<file path="src/rtl/zynet_pkg.sv">
// Shared network constants and FSM state type for the zynet output stages.
`timescale 1ns/1ps
package zynet_pkg;

    localparam int NET_WORD_SIZE   = 16;
    localparam int NET_OUTPUT_SIZE = 10;

    typedef enum logic [1:0] {
        IDLE = 2'd0,
        SCAN = 2'd1,
        DONE = 2'd2
    } argmax_state_t;

    function automatic int idx_width(input int n);
        return (n > 1) ? $clog2(n) : 1;
    endfunction

endpackage

</file>
<file path="src/rtl/zynet_argmax_reader.sv">
// Sequential argmax over a registered score frame: one compare per cycle,
// result held until the downstream handshake.
`timescale 1ns/1ps
module zynet_argmax_reader
    import zynet_pkg::*;
#(
    parameter int WORD_SIZE   = NET_WORD_SIZE,
    parameter int OUTPUT_SIZE = NET_OUTPUT_SIZE,
    localparam int IDX_W      = idx_width(OUTPUT_SIZE)
) (
    input  logic                                  clk_i,
    input  logic                                  reset_i,
    input  logic [OUTPUT_SIZE-1:0][WORD_SIZE-1:0] data_i,
    input  logic                                  valid_i,
    output logic                                  yumi_o,
    output logic [IDX_W-1:0]                      class_o,
    output logic [WORD_SIZE-1:0]                  score_o,
    output logic                                  valid_o,
    input  logic                                  ready_i,
    output logic [7:0]                            frames_o
);

    localparam logic [IDX_W-1:0] LAST_IDX = IDX_W'(OUTPUT_SIZE - 1);
    localparam logic [IDX_W-1:0] ONE_IDX  = IDX_W'(1);

    argmax_state_t state_q, state_d;

    logic [OUTPUT_SIZE-1:0][WORD_SIZE-1:0] scores_q;
    logic signed [WORD_SIZE-1:0] best_q;
    logic signed [WORD_SIZE-1:0] cand;
    logic [IDX_W-1:0] best_idx_q;
    logic [IDX_W-1:0] idx_q;
    logic [7:0] frames_q;
    logic take;
    logic better;
    logic handshake;

    assign cand   = scores_q[idx_q];
    // Strict compare keeps the lowest index on ties.
    assign better = cand > best_q;

    always_comb begin
        state_d   = state_q;
        take      = 1'b0;
        handshake = 1'b0;
        unique case (state_q)
            IDLE: begin
                take = reset_i & valid_i;
                if (take) begin
                    state_d = (OUTPUT_SIZE == 1) ? DONE : SCAN;
                end
            end
            SCAN: begin
                if (idx_q == LAST_IDX) begin
                    state_d = DONE;
                end
            end
            DONE: begin
                handshake = ready_i;
                if (ready_i) begin
                    state_d = IDLE;
                end
            end
            default: state_d = IDLE;
        endcase
    end

    always_ff @(posedge clk_i) begin
        if (!reset_i) begin
            state_q    <= IDLE;
            scores_q   <= '0;
            best_q     <= '0;
            best_idx_q <= '0;
            idx_q      <= '0;
            frames_q   <= '0;
        end else begin
            state_q <= state_d;
            if (take) begin
                scores_q   <= data_i;
                best_q     <= data_i[0];
                best_idx_q <= '0;
                idx_q      <= ONE_IDX;
            end else if (state_q == SCAN) begin
                if (better) begin
                    best_q     <= cand;
                    best_idx_q <= idx_q;
                end
                idx_q <= idx_q + ONE_IDX;
            end
            if (handshake) begin
                frames_q <= frames_q + 8'd1;
            end
        end
    end

    assign yumi_o   = take;
    assign valid_o  = (state_q == DONE);
    assign class_o  = best_idx_q;
    assign score_o  = best_q;
    assign frames_o = frames_q;

endmodule

</file>
<file path="config.mk">
export PLATFORM = sky130hd
export DESIGN_NAME = zynet_argmax_reader
export DESIGN_NICKNAME = d
export VERILOG_FILES = /design/src/rtl/zynet_pkg.sv /design/src/rtl/zynet_argmax_reader.sv
export SDC_FILE = /design/constraint.sdc
export NUM_CORES = 1
export LEC_CHECK = 0
export BUFFER_PORTS_ARGS = -buffer_cell sky130_fd_sc_hd__clkbuf_2
export CELL_PAD_IN_SITES_DETAIL_PLACEMENT = 2
export CELL_PAD_IN_SITES_GLOBAL_PLACEMENT = 2
export CORE_MARGIN = 2
export CORE_UTILIZATION = 30
export CTS_CLUSTER_SIZE = 24
export DETAILED_ROUTE_END_ITERATION = 12
export GPL_TIMING_DRIVEN = 0
export PLACE_DENSITY_LB_ADDON = 0.1
export SLEW_MARGIN = 20
export SYNTH_ARGS = -nofsm -noshare
export SYNTH_HDL_FRONTEND = slang
export SYNTH_SLANG_ARGS = --single-unit
</file>
<file path="constraint.sdc">
create_clock -name clk_i -period 8.75 [get_ports clk_i]
set_input_delay 2.1875 -clock clk_i [delete_from_list [all_inputs] [get_ports clk_i]]
set_output_delay 2.1875 -clock clk_i [all_outputs]
set_load 0.01 [all_outputs]
</file>
==> out/results.ini, run 1 <==
[setup_path]
crit_family = buffers and inverters
crit_type = primary input to primary output
cp.depth = 6
cpMostUsedCell = clkbuf_2
worstPathArrival_ns = 3.44
slowest_stage = clkbuf_1
critical-path-max-stage-delay_ns = 0.38
endpoint_kind = primary output
crit_path_start_kind = primary input
critPathBufInv = 5
crit_required_ns = 6.56
ff2ff_path_depth = 14
path_cells = clkbuf_2 -> nand4bb_1 -> buf_6 -> inv_2 -> clkbuf_1 -> clkbuf_2
crit_fanout = 10

[hold_path]
whs_path_depth = 2
hold_class = flip-flop to flip-flop

[clocking]
hold_buffers = 0
cts_resized = 0
cts.sinks = 194
cts_tree = done
htreeDepth = 4
clock_latency_ns = 0.45
post_cts_buffers = 0
cts_buffer_depth = 2
cts_inserted_buffers = 17
path_clk_slew_ns = 0.08
clock_tree.root_cell = clkbuf_16

[yosys]
synth-warning-count = 0
ys_top_cells_by_count = 299 x nand2_1, 194 x dfxtp_1, 148 x nand3_1
synth_edf_count = 0
yosysTopAreaCell = dfxtp_1
syn_inst = 978
ys_seq_area_share_pct = 45.4
synth_flop_cell = dfxtp_1
syn_nets = 1161
synth_area_leaders = dfxtp_1 45%, nand2_1 13%, nand3_1 8.7%, mux4_2 8.4%, mux2i_1 4.3%
synth.distinct_cells = 47
syn_avg_cell_area_sq_um = 8.74
synth_most_common_cell = nand2_1
synthArstFlopShare_pct = 0
ys_ff_latch = 194
synth_top_area_share_pct = 45.4
syn_area_sq_mm = 0.00855

[sta]
relSlewSlack_pct = 48.8
rsz0062_at_grt = no
finClkSkew_ns = 0.0149
worst_pin_slew_ns = 0.767
timing.final.crit_share_pct = 64.3
worst_slack_ns = 3.12
min_period_ns = 5.63
tns_ns = 0
hold_viol = 0
final-setup-viol-count = 0
fmax_ghz = 0.178
finalMaxSlewViolations = 0

[drt]
routedWlPerCell_um = 21.0
wl_mm = 33.3
drtAntennaViolNets = 0
drc_errors = 0
viasPerCell = 4.99
drtIter0Drc = 465
first_pass_iters = 4
vias = 7894

[final_layout]
num-fill-cells = 3287
syn2layout_area_growth_pct = 23.6
drive_above_1_share_pct = 24.3
n_antenna_cell = 0
layout.nets = 1373

[power]
clkPwrFrac_pct = 35.6
p_seq_share_pct = 45.3
ir_drop_uv = 136
comb_power_share_pct = 19.1
switchingPower_uw = 700
p_leak_uw = 0.00496
p_per_area_mw_per_mm2 = 210
sw_frac_of_total_pct = 31.6
p_int_uw = 1520

[floorplan]
core_sq_mm = 0.0279
start_util_pct = 30.6
die-area_sq_mm = 0.0299
ioPinCount = 194
die_w_um = 173
die_y_um = 173
rows = 61

[global_route]
grt_pass1_wl_mm = 51.2
grt-ovfl-total = 0
grt_max_degree = 20
grt_pass1_vias = 8577
antenna_found_initial = 0
track_usage_pct = 22.6

[placed_design]
io_buffers = 193
dp_slack_ns = 3.07
gp_congestion = 0.821
dp_hpwl_mm = 26.0

[run_status]
status = finished clean

[job]
drv_cap = 0

==> cell usage in the layout (no fill, tap or decap), types with 4 or more instances in the layout <==
cell type | Yosys | layout
a21oi_1 | 5 | 5
a22o_1 | 16 | 16
a311oi_1 | 15 | 15
and2_1 | 10 | 10
buf_2 | 17 | 17
buf_6 | 8 | 8
clkbuf_1 | 46 | 47
clkbuf_16 | 0 | 17
clkbuf_2 | 0 | 193
dfxtp_1 | 194 | 194
ha_1 | 19 | 19
inv_1 | 17 | 17
inv_6 | 0 | 4
inv_8 | 0 | 4
mux2i_1 | 37 | 37
mux4_2 | 32 | 32
nand2_1 | 299 | 299
nand3_1 | 148 | 148
nand4_1 | 5 | 5
nor2_1 | 30 | 30
nor2b_1 | 5 | 5
o21ai_0 | 18 | 18
o22ai_1 | 15 | 15
xnor2_1 | 6 | 6
==> metrics by stage <==
stage | hold slack, ns | power (uW) | utilization (%) | cell area (sq um) | cells
6_report | 0.455 | 2220 | 37.8 | 10600 | 1581
5_1_grt | 0.478 | 2330 | 37.8 | 10600 | 1581
4_1_cts | 0.459 | 2240 | 37.8 | 10600 | 1581
3_5_place_dp | 0.446 | 1450 | 35.7 | 9980 | 1549
3_3_place_gp | 0.440 | 1440 | 35.7 | 9980 | 1549
2_1_floorplan | 0.431 | 1260 | - | 8550 | 978
==> routing by layer <==
metal,wire length (um),part of all wire [%],track usage (%),vias up
li1,-,-,-,3781
met1,15400,46,30.3,3932
met2,16400,49,38.5,152
met3,885,2.7,2.70,29
met4,574,1.7,6.07,0
met5,0,0,0,-
==> power groups by stage <==
stage | clock, uW | sequential [uW] | combinational (uW)
after floorplan | 0 | 1010 | 251
after global placement | 0 | 1020 | 413
after detailed placement | 0 | 1030 | 423
after CTS | 808 | 1010 | 426
after global routing | 847 | 1010 | 469
final | 789 | 1010 | 423
==> flip-flops by register name (all words and copies together) (netlist names) <==
register / cells
idx_q: 4
scores_q: 160
frames_o: 8
state_q: 2
score_o: 16
class_o: 4
==> worst paths after layout <==
path | startpoint | end | slack [ns]
max | reset_i | yumi_o | 3.12
max reg2reg | idx_q[1] | score_o[14] | 4.83
min | scores_q[105] | scores_q[105] | 0.46
min reg2reg | scores_q[105] | scores_q[105] | 0.46
==> area by class of cell <==
cell class | instances | area, sq um | share of cell area, %
Multi-Input combinational cell | 688 | 4200 | 39.7
Sequential cell | 194 | 3880 | 36.8
Timing Repair Buffer | 193 | 966 | 9.14
Tap cell | 378 | 473 | 4.48
Clock buffer | 19 | 443 | 4.19
Buffer | 78 | 395 | 3.74
Clock inverter | 13 | 139 | 1.31
Inverter | 18 | 67.6 | 0.639
==> worst min-delay path, stage by stage, from the launching register on <==
cell and delay (ns):
dfxtp_1 0.32, nand3_1 0.06, nand2_1 0.04
==> logic make-up after synthesis <==
kind of cell               Yosys count  synth area share [%]
adders and majority gates           19                  2.78
xor gates and xnor gates             7                 0.717
and+or+nand+nor                    510                  25.8
buffers and inverters               96                  5.42
AOI/OAI and AO/OA                   81                  6.73
DFF                                194                  45.4
muxes                               71                  13.1
No activity file was read; power rests on OpenSTA's default activity.
==> run 2: changes to the inputs <==
- CORE_UTILIZATION: 30 -> 29
- clock period: 8.75 -> 5 ns (I/O delays scaled with it)
==> out/results.ini, run 2 (same netlist as run 1, synthesis figures left out) <==
[placed_design]
gp_congestion = 0.822  ; about the same
dp_hpwl_mm = 26.1  ; +0.32%
io_buffers = 193  ; unchanged
placed_area_sq_mm = 0.00999  ; about the same

[floorplan]
core_sq_mm = 0.0289  ; +3.3%
rows = 62  ; +1.6%
ioPinCount = 194  ; unchanged
die_w_um = 176  ; +1.7%
die_y_um = 176  ; +1.7%
start_util_pct = 29.6  ; -0.98 points
die-area_sq_mm = 0.0309  ; +3.4%

[global_route]
antenna_found_initial = 0  ; unchanged
grt_pass1_wl_mm = 50.5  ; -1.3%
busiest_layer = met2
grt-ovfl-total = 0  ; unchanged
grt_max_degree = 20  ; unchanged
track_usage_pct = 22.0  ; -0.56 points
grt_pass1_vias = 8353  ; -2.6%
gr-usage-met3_pct = 4.24  ; +1.5 points
grt_util_met1_pct = 30.1  ; -0.16 points
use_met2_pct = 36.4  ; -2.1 points

[clocking]
cts_buffer_depth = 2  ; unchanged
clock_tree.root_cell = clkbuf_16
clock_latency_ns = 0.46  ; about the same
cts_resized = 0  ; unchanged
hold_buffers = 0  ; unchanged
path_clk_slew_ns = 0.08  ; about the same
cts_inserted_buffers = 17  ; unchanged
post_cts_buffers = 0  ; unchanged
cts.sinks = 194  ; unchanged
cts_tree = done
htreeDepth = 4  ; unchanged

[final_layout]
postLayoutCellArea_sq_mm = 0.0106  ; about the same
syn2layout_area_growth_pct = 23.6  ; about the same
n_antenna_cell = 0  ; unchanged
final_cell_mix = 299 x nand2_1, 194 x dfxtp_1, 193 x clkbuf_2
largest_reg_flops = 160  ; unchanged
final_common_cell = nand2_1
num-fill-cells = 3340  ; +1.6%
regMostFlops = scores_q
layout.nets = 1373  ; unchanged
drive_above_1_share_pct = 24.3  ; unchanged

[sta]
rsz0062_at_grt = no
min_period_ns = 3.88
finClkSkew_ns = 0.0223  ; +0.00738 ns
final-setup-viol-count = 0  ; unchanged
tns_ns = 0  ; unchanged
fmax_ghz = 0.258
worst_pin_slew_ns = 0.824  ; +0.0564 ns
hold_viol = 0  ; unchanged
relSlewSlack_pct = 45.1  ; -3.8 points
timing.final.crit_share_pct = 77.6
finalMaxSlewViolations = 0  ; unchanged

[setup_path]
endpoint_kind = flip-flop
worstSetupStartpoint = idx_q[1]
crit_fanout = 10  ; unchanged
crit_end = score_o[9]
ff2ff_path_depth = 14  ; unchanged
crit_path_start_kind = flip-flop
reg2reg_slack_ns = 1.12  ; -3.71 ns
worstPathArrival_ns = 4.23  ; +0.79 ns
crit_required_ns = 5.36  ; -1.20 ns
rr_endpoint = score_o[9]
crit_type = flip-flop to flip-flop
reg2reg_from = idx_q[1]

[power]
p_per_area_mw_per_mm2 = 364  ; +74%
sw_frac_of_total_pct = 31.5  ; -0.073 points
p_seq_share_pct = 45.7  ; +0.4 points
ir_drop_uv = 246  ; +81%
p_leak_uw = 0.00495  ; -0.21%
clkPwrFrac_pct = 35.4  ; -0.2 points
switchingPower_uw = 1210  ; +73%
p_int_uw = 2640  ; +74%
comb_power_share_pct = 19.0  ; about the same

[drt]
routedWlPerCell_um = 20.8  ; -1.3%
drc_errors = 0  ; unchanged
wl_mm = 33.0  ; -0.95%
viasPerCell = 4.84  ; -3.0%
first_pass_iters = 4  ; unchanged
vias = 7683  ; -2.7%
drtIter0Drc = 385  ; -17%
drtAntennaViolNets = 0  ; unchanged

[run_status]
status = finished clean

[hold_path]
hold_class = flip-flop to flip-flop

[job]
drv_cap = 0  ; unchanged

-- run 2: cell count changes in the layout (fill, tap and decap cells not counted), sizes merged --
cell | previous run | this run
clkinvlp | 0 | 1
clkbuf | 258 | 257
-- run 2: metal layers --
layer	up-vias	part of all wire, %
li1	3784	-
met1	3723	47
met2	160	48
met3	16	4.7
met4	0	0.71
met5	-	0
-- run 2: worst min-delay path by stage --
| stage | start | to | slack [ns] | cells past startpoint |
|---|---|---|---|---|
| after floorplan | scores_q[100] | scores_q[100] | 0.43 | 2 |
| after global placement | scores_q[140] | scores_q[140] | 0.44 | 2 |
| after detailed placement | scores_q[21] | scores_q[21] | 0.45 | 2 |
| after CTS | scores_q[25] | scores_q[25] | 0.46 | 2 |
| after global routing | scores_q[79] | scores_q[79] | 0.48 | 2 |
| final | scores_q[21] | scores_q[21] | 0.46 | 2 |
-- run 2: power groups by stage --
stage          logic (uW)  registers [uW]  clock network, uW
2_1_floorplan         439            1770                  0
3_3_place_gp          721            1790                  0
3_5_place_dp          738            1790                  0
4_1_cts               743            1760               1390
5_1_grt               815            1770               1460
6_report              731            1760               1360
-- run 2: final cells by class --
class,count,area [sq um],share of cell area (%)
timing repair buffer,193,966,9.15
clock inverter,14,138,1.30
clock buffer,18,429,4.06
inverter,18,67.6,0.640
tap,384,480,4.55
buffer,78,395,3.74
sequential,194,3880,36.8
multi-input combinational,688,4200,39.8
-- run 2: metrics by stage --
step                      cells  power, uW  worst slack [ns]  hold WS [ns]  util [%]
after CTS                  1587       3890              1.18         0.460      36.6
after detailed placement   1555       2530              1.19         0.447      34.6
after floorplan             978       2210              1.84         0.431         -
after global placement     1555       2510              1.24         0.440      34.6
final                      1587       3850              1.12         0.456      36.6
after global routing       1587       4050             0.913         0.476      36.6
-- run 2: worst max-delay path: stages, from the launching register on --
cell and delay, ns:
dfxtp_1 0.33, buf_2 0.29, buf_2 0.36, mux4_2 0.39
mux2i_1 0.43, o22ai_1 0.24, ha_1 0.33, nand4_1 0.14
nor3_2 0.23, a21oi_1 0.12, o21ai_1 0.10, mux2_4 0.25
buf_4 0.21, nor2_1 0.07, a311oi_1 0.28
==> run 3: changes to the inputs <==
- CORE_UTILIZATION: 29 -> 30
- clock period: 5 -> 4 ns (I/O delays scaled with it)
==> out/results.ini, run 3 (same netlist as run 1, synthesis figures left out) <==
[run_status]
status = finished clean

[global_route]
grt_pass1_vias = 8577  ; +2.7%
grt_max_degree = 20  ; unchanged
antenna_found_initial = 0  ; unchanged
grt_pass1_wl_mm = 51.2  ; +1.4%
grt-ovfl-total = 0  ; unchanged
track_usage_pct = 22.6  ; +0.56 points

[setup_path]
cpMostUsedCell = buf_6
crit_type = flip-flop to flip-flop
worstPathArrival_ns = 4.11  ; -0.12 ns
critical-path-max-stage-delay_ns = 0.57  ; +0.14 ns
crit_path_start_kind = flip-flop
endpoint_kind = flip-flop
slowest_stage = mux4_2
crit_fanout = 10  ; unchanged
path_cells = buf_6 -> buf_6 -> mux4_2 -> mux2i_2 -> o22ai_1 -> ha_1 -> nand4_1 -> nor3_2 -> a21oi_1 -> o21ai_1 -> mux2_4 -> buf_4 -> nor2_1 -> a311oi_1
crit_required_ns = 4.34  ; -1.02 ns

[clocking]
cts_buffer_depth = 2  ; unchanged
cts.sinks = 194  ; unchanged
hold_buffers = 0  ; unchanged
cts_tree = done
clock_latency_ns = 0.45  ; about the same
cts_resized = 0  ; unchanged
path_clk_slew_ns = 0.08  ; about the same
clock_tree.root_cell = clkbuf_16
htreeDepth = 4  ; unchanged
cts_inserted_buffers = 17  ; unchanged
post_cts_buffers = 0  ; unchanged

[placed_design]
placed_area_sq_mm = 0.00998  ; about the same
dp.cells = 1549  ; -0.39%
io_buffers = 193  ; unchanged
gp_congestion = 0.821  ; about the same
dp_hpwl_mm = 26.0  ; -0.32%

[power]
ir_drop_uv = 303  ; +23%
p_leak_uw = 0.00497  ; +0.41%
total_power_uw = 4860  ; +26%
p_per_area_mw_per_mm2 = 459  ; +26%

[final_layout]
final_common_cell = nand2_1
final_cell_mix = 299 x nand2_1, 194 x dfxtp_1, 193 x clkbuf_2
fin_cells = 1581  ; -0.38%
regMostFlops = scores_q
syn2layout_area_growth_pct = 24.1
postLayoutCellArea_sq_mm = 0.0106  ; +0.43%
largest_reg_flops = 160  ; unchanged
n_antenna_cell = 0  ; unchanged
layout.nets = 1373  ; unchanged
drive_above_1_share_pct = 24.9  ; +0.67 points

[sta]
min_period_ns = 3.77  ; -0.110 ns
finalMaxSlewViolations = 0  ; unchanged
hold_slack_ns = 0.457  ; +0.000717 ns
tns_ns = 0  ; unchanged
final-setup-viol-count = 0  ; unchanged
relSlewSlack_pct = 49.9  ; +4.8 points
timing.final.crit_share_pct = 94.2  ; +17 points
fmax_ghz = 0.265  ; +2.9%
rsz0062_at_grt = no
worst_pin_slew_ns = 0.751  ; -0.0723 ns
hold_viol = 0  ; unchanged
finClkSkew_ns = 0.0141  ; -0.00820 ns

[drt]
vias = 7912  ; +3.0%
viasPerCell = 5.00  ; +3.4%
drtIter0Drc = 451  ; +17%
first_pass_iters = 5  ; +1
wl_mm = 33.3  ; +1.0%
drc_errors = 0  ; unchanged
drtAntennaViolNets = 0  ; unchanged
routedWlPerCell_um = 21.1  ; +1.4%

[floorplan]
die_w_um = 173  ; -1.6%
die-area_sq_mm = 0.0299  ; -3.3%
ioPinCount = 194  ; unchanged
start_util_pct = 30.6  ; +0.98 points
die_y_um = 173  ; -1.6%
core_sq_mm = 0.0279  ; -3.2%
rows = 61  ; -1.6%

[hold_path]
hold_class = flip-flop to flip-flop

[job]
drv_cap = 0  ; unchanged

run 3: changes by cell type in the layout (fill, tap and decap cells not counted), sizes merged:
cell      change
buf           -2
clkbuf        +3
clkinvlp      -1
run 3: final cells by class:
| cell class | instances | area, sq um |
|---|---|---|
| Clock buffer | 19 | 443 |
| Buffer | 78 | 403 |
| Inverter | 18 | 67.6 |
| Tap cell | 378 | 473 |
| Sequential cell | 194 | 3880 |
| Fill cell | 3279 | 17300 |
| Clock inverter | 13 | 139 |
| Multi-Input combinational cell | 688 | 4230 |
| Timing Repair Buffer | 193 | 966 |
run 3: final timing paths:
path / start / to / slack (ns) / cells after the start
max: idx_q[0] / score_o[14] / 0.23 / 14
min: scores_q[105] / scores_q[105] / 0.46 / 2
max reg2reg: idx_q[0] / score_o[14] / 0.23 / 14
min reg2reg: scores_q[105] / scores_q[105] / 0.46 / 2
run 3: stage by stage:
step | utilization [%] | setup slack (ns)
6_report | 38.0 | 0.232
5_1_grt | 38.0 | 0.00458
4_1_cts | 37.8 | 0.112
3_5_place_dp | 35.7 | 0.156
3_3_place_gp | 35.7 | 0.233
2_1_floorplan | - | 0.968
run 3: layer usage:
layer | GRT usage, % | wire, um | vias to the layer above
met5 | 0 | 0 | -
met4 | 6.07 | 431 | 0
met3 | 2.70 | 1020 | 26
met2 | 38.5 | 16500 | 160
met1 | 30.3 | 15300 | 3946
li1 | - | - | 3780
run 3: power breakdown:
group          leakage (uW)  internal [uW]  total, uW  switching (uW)
logic               0.00308            384        933             549
clock network      0.000286            853       1730             877
registers           0.00159           2090       2200             112
run 3: worst max-delay path, delay by kind of cell (launching register included):
family	cells	cell delay (ns)
AOI/OAI and AO/OA	4	0.69
adders and majority gates	1	0.37
buffers and inverters	3	0.63
DFF	1	0.41
muxes	3	1.10
and+or+nand+nor	3	0.46
